**src/rtl/regfile_wb_arbiter.sv**
```systemverilog
// Write-back scheduler for the register file's single write port.
// Two requesters (ALU results, memory loads) each queue into a small FIFO;
// a round-robin arbiter picks one FIFO head per cycle and drives a
// registered write strobe. Writes to R15 are steered to the PC-write
// output instead of the register file. A pending-write scoreboard covers
// every queued or staged destination so decode can stall on RAW hazards.

module regfile_wb_fifo #(
    parameter int DEPTH  = 2,
    parameter int DATA_W = 32
) (
    input  logic              clk,
    input  logic              Reset,
    input  logic              flush,
    input  logic              push,
    input  logic [3:0]        push_addr,
    input  logic [DATA_W-1:0] push_data,
    input  logic              pop,
    output logic              full,
    output logic              empty,
    output logic [3:0]        head_addr,
    output logic [DATA_W-1:0] head_data,
    output logic [15:0]       occupied
);
    localparam int PTR_W = $clog2(DEPTH);
    localparam int CNT_W = PTR_W + 1;

    logic [3:0]        addr_mem [DEPTH];
    logic [DATA_W-1:0] data_mem [DEPTH];
    logic [PTR_W-1:0]  wr_ptr;
    logic [PTR_W-1:0]  rd_ptr;
    logic [CNT_W-1:0]  count;

    // Entry storage is pure data: written on push, never reset.
    always_ff @(posedge clk) begin
        if (push) begin
            addr_mem[wr_ptr] <= push_addr;
            data_mem[wr_ptr] <= push_data;
        end
    end

    // Pointers and count; pointers wrap naturally since DEPTH is a power of two.
    always_ff @(posedge clk or negedge Reset) begin
        if (!Reset) begin
            wr_ptr <= '0;
            rd_ptr <= '0;
            count  <= '0;
        end else if (flush) begin
            wr_ptr <= '0;
            rd_ptr <= '0;
            count  <= '0;
        end else begin
            if (push) wr_ptr <= wr_ptr + 1'b1;
            if (pop)  rd_ptr <= rd_ptr + 1'b1;
            case ({push, pop})
                2'b10:   count <= count + 1'b1;
                2'b01:   count <= count - 1'b1;
                default: count <= count;
            endcase
        end
    end

    assign full      = (count == CNT_W'(DEPTH));
    assign empty     = (count == '0);
    assign head_addr = addr_mem[rd_ptr];
    assign head_data = data_mem[rd_ptr];

    // One-hot OR of destinations held in the live window [rd_ptr, rd_ptr+count).
    always_comb begin
        occupied = '0;
        for (int i = 0; i < DEPTH; i++) begin
            if (CNT_W'(i) < count) begin
                occupied[addr_mem[rd_ptr + PTR_W'(i)]] = 1'b1;
            end
        end
    end
endmodule

module regfile_wb_arbiter #(
    parameter int DEPTH  = 2,
    parameter int DATA_W = 32
) (
    input  logic              clk,
    input  logic              Reset,
    input  logic              flush,
    input  logic              alu_valid,
    output logic              alu_ready,
    input  logic [3:0]        alu_addr,
    input  logic [DATA_W-1:0] alu_data,
    input  logic              mem_valid,
    output logic              mem_ready,
    input  logic [3:0]        mem_addr,
    input  logic [DATA_W-1:0] mem_data,
    output logic              RegWrite,
    output logic [3:0]        A3,
    output logic [DATA_W-1:0] WD3,
    output logic              PCWrite,
    output logic [DATA_W-1:0] PCData,
    output logic [15:0]       pending
);
    logic              alu_full, alu_empty, mem_full, mem_empty;
    logic [3:0]        alu_head_addr, mem_head_addr;
    logic [DATA_W-1:0] alu_head_data, mem_head_data;
    logic [15:0]       alu_occ, mem_occ;
    logic              alu_push, mem_push, alu_pop, mem_pop;
    logic              grant_alu, grant_mem;
    logic              prio_mem;

    logic              vld_p0;
    logic [3:0]        addr_p0;
    logic [DATA_W-1:0] data_p0;

    // Ready depends only on occupancy and flush, never on valid.
    assign alu_ready = !alu_full && !flush;
    assign mem_ready = !mem_full && !flush;
    assign alu_push  = alu_valid && alu_ready;
    assign mem_push  = mem_valid && mem_ready;

    regfile_wb_fifo #(.DEPTH(DEPTH), .DATA_W(DATA_W)) u_alu_fifo (
        .clk       (clk),
        .Reset     (Reset),
        .flush     (flush),
        .push      (alu_push),
        .push_addr (alu_addr),
        .push_data (alu_data),
        .pop       (alu_pop),
        .full      (alu_full),
        .empty     (alu_empty),
        .head_addr (alu_head_addr),
        .head_data (alu_head_data),
        .occupied  (alu_occ)
    );

    regfile_wb_fifo #(.DEPTH(DEPTH), .DATA_W(DATA_W)) u_mem_fifo (
        .clk       (clk),
        .Reset     (Reset),
        .flush     (flush),
        .push      (mem_push),
        .push_addr (mem_addr),
        .push_data (mem_data),
        .pop       (mem_pop),
        .full      (mem_full),
        .empty     (mem_empty),
        .head_addr (mem_head_addr),
        .head_data (mem_head_data),
        .occupied  (mem_occ)
    );

    // ---- stage p0: round-robin select between FIFO heads ----
    assign grant_alu = !alu_empty && (mem_empty || !prio_mem);
    assign grant_mem = !mem_empty && (alu_empty ||  prio_mem);
    // A flush drops the granted entry, so nothing pops.
    assign alu_pop   = grant_alu && !flush;
    assign mem_pop   = grant_mem && !flush;

    // Mux the winning head onto the p0 write candidate.
    always_comb begin
        vld_p0  = grant_alu || grant_mem;
        addr_p0 = alu_head_addr;
        data_p0 = alu_head_data;
        if (grant_mem) begin
            addr_p0 = mem_head_addr;
            data_p0 = mem_head_data;
        end
    end

    // Priority passes to the other requester after any grant; flush leaves it alone.
    always_ff @(posedge clk or negedge Reset) begin
        if (!Reset) begin
            prio_mem <= 1'b0;
        end else if (!flush) begin
            if (grant_alu)      prio_mem <= 1'b1;
            else if (grant_mem) prio_mem <= 1'b0;
        end
    end

    // ---- stage p1: registered write port; R15 goes to the PC instead ----
    always_ff @(posedge clk or negedge Reset) begin
        if (!Reset) begin
            RegWrite <= 1'b0;
            A3       <= '0;
            WD3      <= '0;
            PCWrite  <= 1'b0;
            PCData   <= '0;
        end else if (flush || !vld_p0) begin
            RegWrite <= 1'b0;
            PCWrite  <= 1'b0;
        end else if (addr_p0 == 4'hF) begin
            RegWrite <= 1'b0;
            PCWrite  <= 1'b1;
            PCData   <= data_p0;
        end else begin
            RegWrite <= 1'b1;
            PCWrite  <= 1'b0;
            A3       <= addr_p0;
            WD3      <= data_p0;
        end
    end

    // Scoreboard: queued destinations plus whatever is strobing this cycle.
    always_comb begin
        pending = alu_occ | mem_occ;
        if (RegWrite) pending[A3] = 1'b1;
        if (PCWrite)  pending[15] = 1'b1;
    end
endmodule

```
**config.mk**
```make
export PLATFORM = sky130hd
export DESIGN_NAME = regfile_wb_arbiter
export DESIGN_NICKNAME = d
export VERILOG_FILES = /design/src/rtl/regfile_wb_arbiter.sv
export SDC_FILE = /design/constraint.sdc
export NUM_CORES = 1
export LEC_CHECK = 0
export CAP_MARGIN = 20
export CORE_UTILIZATION = 55
export CTS_BUF_LIST = sky130_fd_sc_hd__clkbuf_8 sky130_fd_sc_hd__clkbuf_16
export DETAILED_ROUTE_END_ITERATION = 8
export PLACE_DENSITY = 0.82
export REMOVE_ABC_BUFFERS = 1
export SLEW_MARGIN = 20
export SYNTH_ARGS = -nofsm -noshare
export SYNTH_HDL_FRONTEND = slang
export SYNTH_HIERARCHICAL = 1
export SYNTH_SLANG_ARGS = --single-unit
```
**constraint.sdc**
```tcl
create_clock -name clk -period 4.55 [get_ports clk]
set_input_delay 0.6825 -clock clk [delete_from_list [all_inputs] [get_ports clk]]
set_output_delay 0.6825 -clock clk [all_outputs]
set_load 0.05 [all_outputs]
```
==> impl_metrics.ini <==
[worst_setup_path]
required_ns = 3.87
cp.arrival_ns = 3.34
path_max_fanout = 12
path_class = flop to output port
critPathTopFamily = buffers and inverters
slowest_delay_ns = 0.71
path_buf_inv = 2
path_cells = inv_1 > ha_1 > and4bb_2 > o21bai_1 > o32ai_1 > or3_1 > clkdlybuf4s50_1
start_kind = flop
slowest_stage = clkdlybuf4s50_1
crit_path_end_kind = output port

[synth]
async_flop_share_pct = 35.4
syn_area_um2 = 9860
synth.top_cell.area_share_pct = 43.9
ys.flop_type = edfxtp_1
yosysWarnings = 6
synth_cells = 646
synth_seq_cells = 223
ys_types = 50
seq_area_frac_synth_pct = 63.9
yosysMostFrequentCell = mux2_2
synthTopCellsByCount = mux2_2 (168), edfxtp_1 (144), dfrtp_1 (79)
synth_area_leaders = edfxtp_1 (44%), dfrtp_1 (20%), mux2_2 (19%)
synth_edf_count = 144
yosysTopAreaCell = edfxtp_1
syn_avg_cell_area_um2 = 15.3

[clock_tree]
htreeDepth = 1
cts_resized = 0
max-clock-path-buffers = 3
holdBufCountCts = 0
cts_setup_buffers = 0
numCtsBuffers = 23
clkTransAtPathRegs_ns = 0.06
cts_tree = built
clk-insertion-delay-late_ns = 0.52
cts_root_buf = clkbuf_16
cts_sinks = 223

[timing]
finalSetupTns_ns = 0
post-route-period-util_pct = 88.4
finClkSkew_ns = 0.0213
maxSlewViolCount = 0
period_minus_slack_ns = 4.02
worst_pin_slew_ns = 1.04
hold_viol = 0
slew_headroom_pct = 30.4
rsz0062_at_grt = false
fmax_mhz = 249
finalSetupViolCount = 0

[routing]
num_vias = 6259
postRouteAntennaNets = 0
drt_iter0_markers = 469
wl_mm = 23.9
drcViolationCount = 0
routedWlPerCell_um = 22.7
viasPerCell = 5.94
drtPass1Iterations = 5

[global_routing]
grt_antenna_before_repair = 0
track_usage_pct = 26.5
grt_max_degree = 80
grt_pass1_vias = 6521
globalRouteOverflowTotal = 0
grt_pass1_wl_mm = 36.5

[flow_run]
maxCapViolCount = 0

[floorplanning]
ios = 165
dieArea_um2 = 18500
start_util_pct = 56.6
die_y_um = 136
core_area_um2 = 17400
rows = 48
dieWidth_um = 136

[layout]
num-nets-final = 894
drive_gt1_share_pct = 27.4
finalInstanceArea_um2 = 12500
area_growth_syn_to_layout_pct = 26.5
antenna_cells = 0

[power]
power.density_nw_per_um2 = 708
leakagePower_nw = 4.54
max-vdd-ir-drop_v = 0.000666

[placed_design]
placed_area_um2 = 11700
dpl.hpwl_mm = 16.0
port_buffers = 164
routabilityCongestion = 0.918

[status]
status = finished clean

[worst_hold_path]
holdCritPathClass = primary input to asynchronous set/reset pin
-- per-layer routing --
layer / GRT usage [%] / up-vias / part of all wire (%)
met4: 8.77 / 0 / 2.7
met1: 34.8 / 3154 / 41
met5: 0 / - / 0
met2: 44.7 / 259 / 49
li1: - / 2808 / -
met3: 4.74 / 38 / 7.2
-- registers in the layout (all words and copies together), names as in the netlist, 2 cells and up --
name	flops
A3	4
u_mem_fifo/data_mem	64
u_alu_fifo/addr_mem	8
u_alu_fifo/data_mem	64
PCData	32
u_mem_fifo/addr_mem	8
WD3	32
u_alu_fifo/count	2
u_mem_fifo/count	2
-- logic make-up after synthesis --
family / count (synthesis) / share of synthesized area (%)
xor gates and xnor gates: 8 / 0.711
adders and majority gates: 6 / 0.761
and+or+nand+nor: 103 / 5.94
DFF: 223 / 63.9
buffers and inverters: 44 / 2.45
muxes: 178 / 20.3
AOI/OAI and AO/OA: 84 / 5.98
-- placed cells by master (no fill, tap or decap), drive strengths merged, types with 6 or more instances in the layout --
cell	netlist	routed
mux2	170	170
clkdlybuf4s50	0	163
edfxtp	144	144
dfrtp	79	79
o22ai	28	28
clkbuf	7	26
nor2	25	25
inv	12	18
nand2	13	13
o21ai	13	13
nand3	12	12
nand3b	10	10
nor3b	9	9
a31oi	9	9
buf	25	9
nor3	8	8
mux2i	8	8
clkinv	0	8
xnor2	7	7
a21o	6	6
ha	6	6
nor2b	6	6
-- power by group --
part | leakage (nW) | switching [W] | total, W | internal [W]
logic | 1.84 | 0.00237 | 0.00400 | 0.00163
registers | 2.30 | 0.000349 | 0.00295 | 0.00261
clock network | 0.404 | 0.000766 | 0.00188 | 0.00111
total | 4.54 | 0.00348 | 0.00883 | 0.00535
-- final timing paths --
check	startpoint	to	slack, ns	cells after the start
max	u_alu_fifo/count[1]$_DFFE_PN0P_	pending[9]	0.53	7
min	Reset	PCData[6]$_DFFE_PN0P_	0.21	1
max reg2reg	u_alu_fifo/rd_ptr$_DFFE_PN0P_	PCData[23]$_DFFE_PN0P_	1.42	6
min reg2reg	PCData[7]$_DFFE_PN0P_	PCData[7]$_DFFE_PN0P_	0.50	1
max in group asynchronous	Reset	u_mem_fifo/rd_ptr$_DFFE_PN0P_	3.78	1
min in group clk	PCData[7]$_DFFE_PN0P_	PCData[7]$_DFFE_PN0P_	0.50	1
-- metrics by stage --
stage	std cells	utilization (%)	total power [W]	setup slack [ns]	hold slack [ns]
after floorplan	614	-	0.00563	0.734	0.387
after global placement	1010	67.0	0.00685	1.08	0.488
after detailed placement	1011	67.1	0.00698	1.05	0.494
after CTS	1053	71.6	0.00889	0.519	0.390
after global routing	1053	71.6	0.00920	0.366	0.277
final	1053	71.6	0.00883	0.528	0.213
-- area by class of cell --
| type | instances | area [µm²] |
|---|---|---|
| Clock buffer | 26 | 628 |
| Sequential cell | 223 | 6300 |
| Multi-Input combinational cell | 379 | 3350 |
| Timing Repair Buffer | 172 | 1720 |
| Tap cell | 225 | 282 |
| Inverter | 12 | 45.0 |
| Clock inverter | 16 | 145 |
| Fill cell | 1183 | 4940 |
No activity file was read; power rests on OpenSTA's default activity.
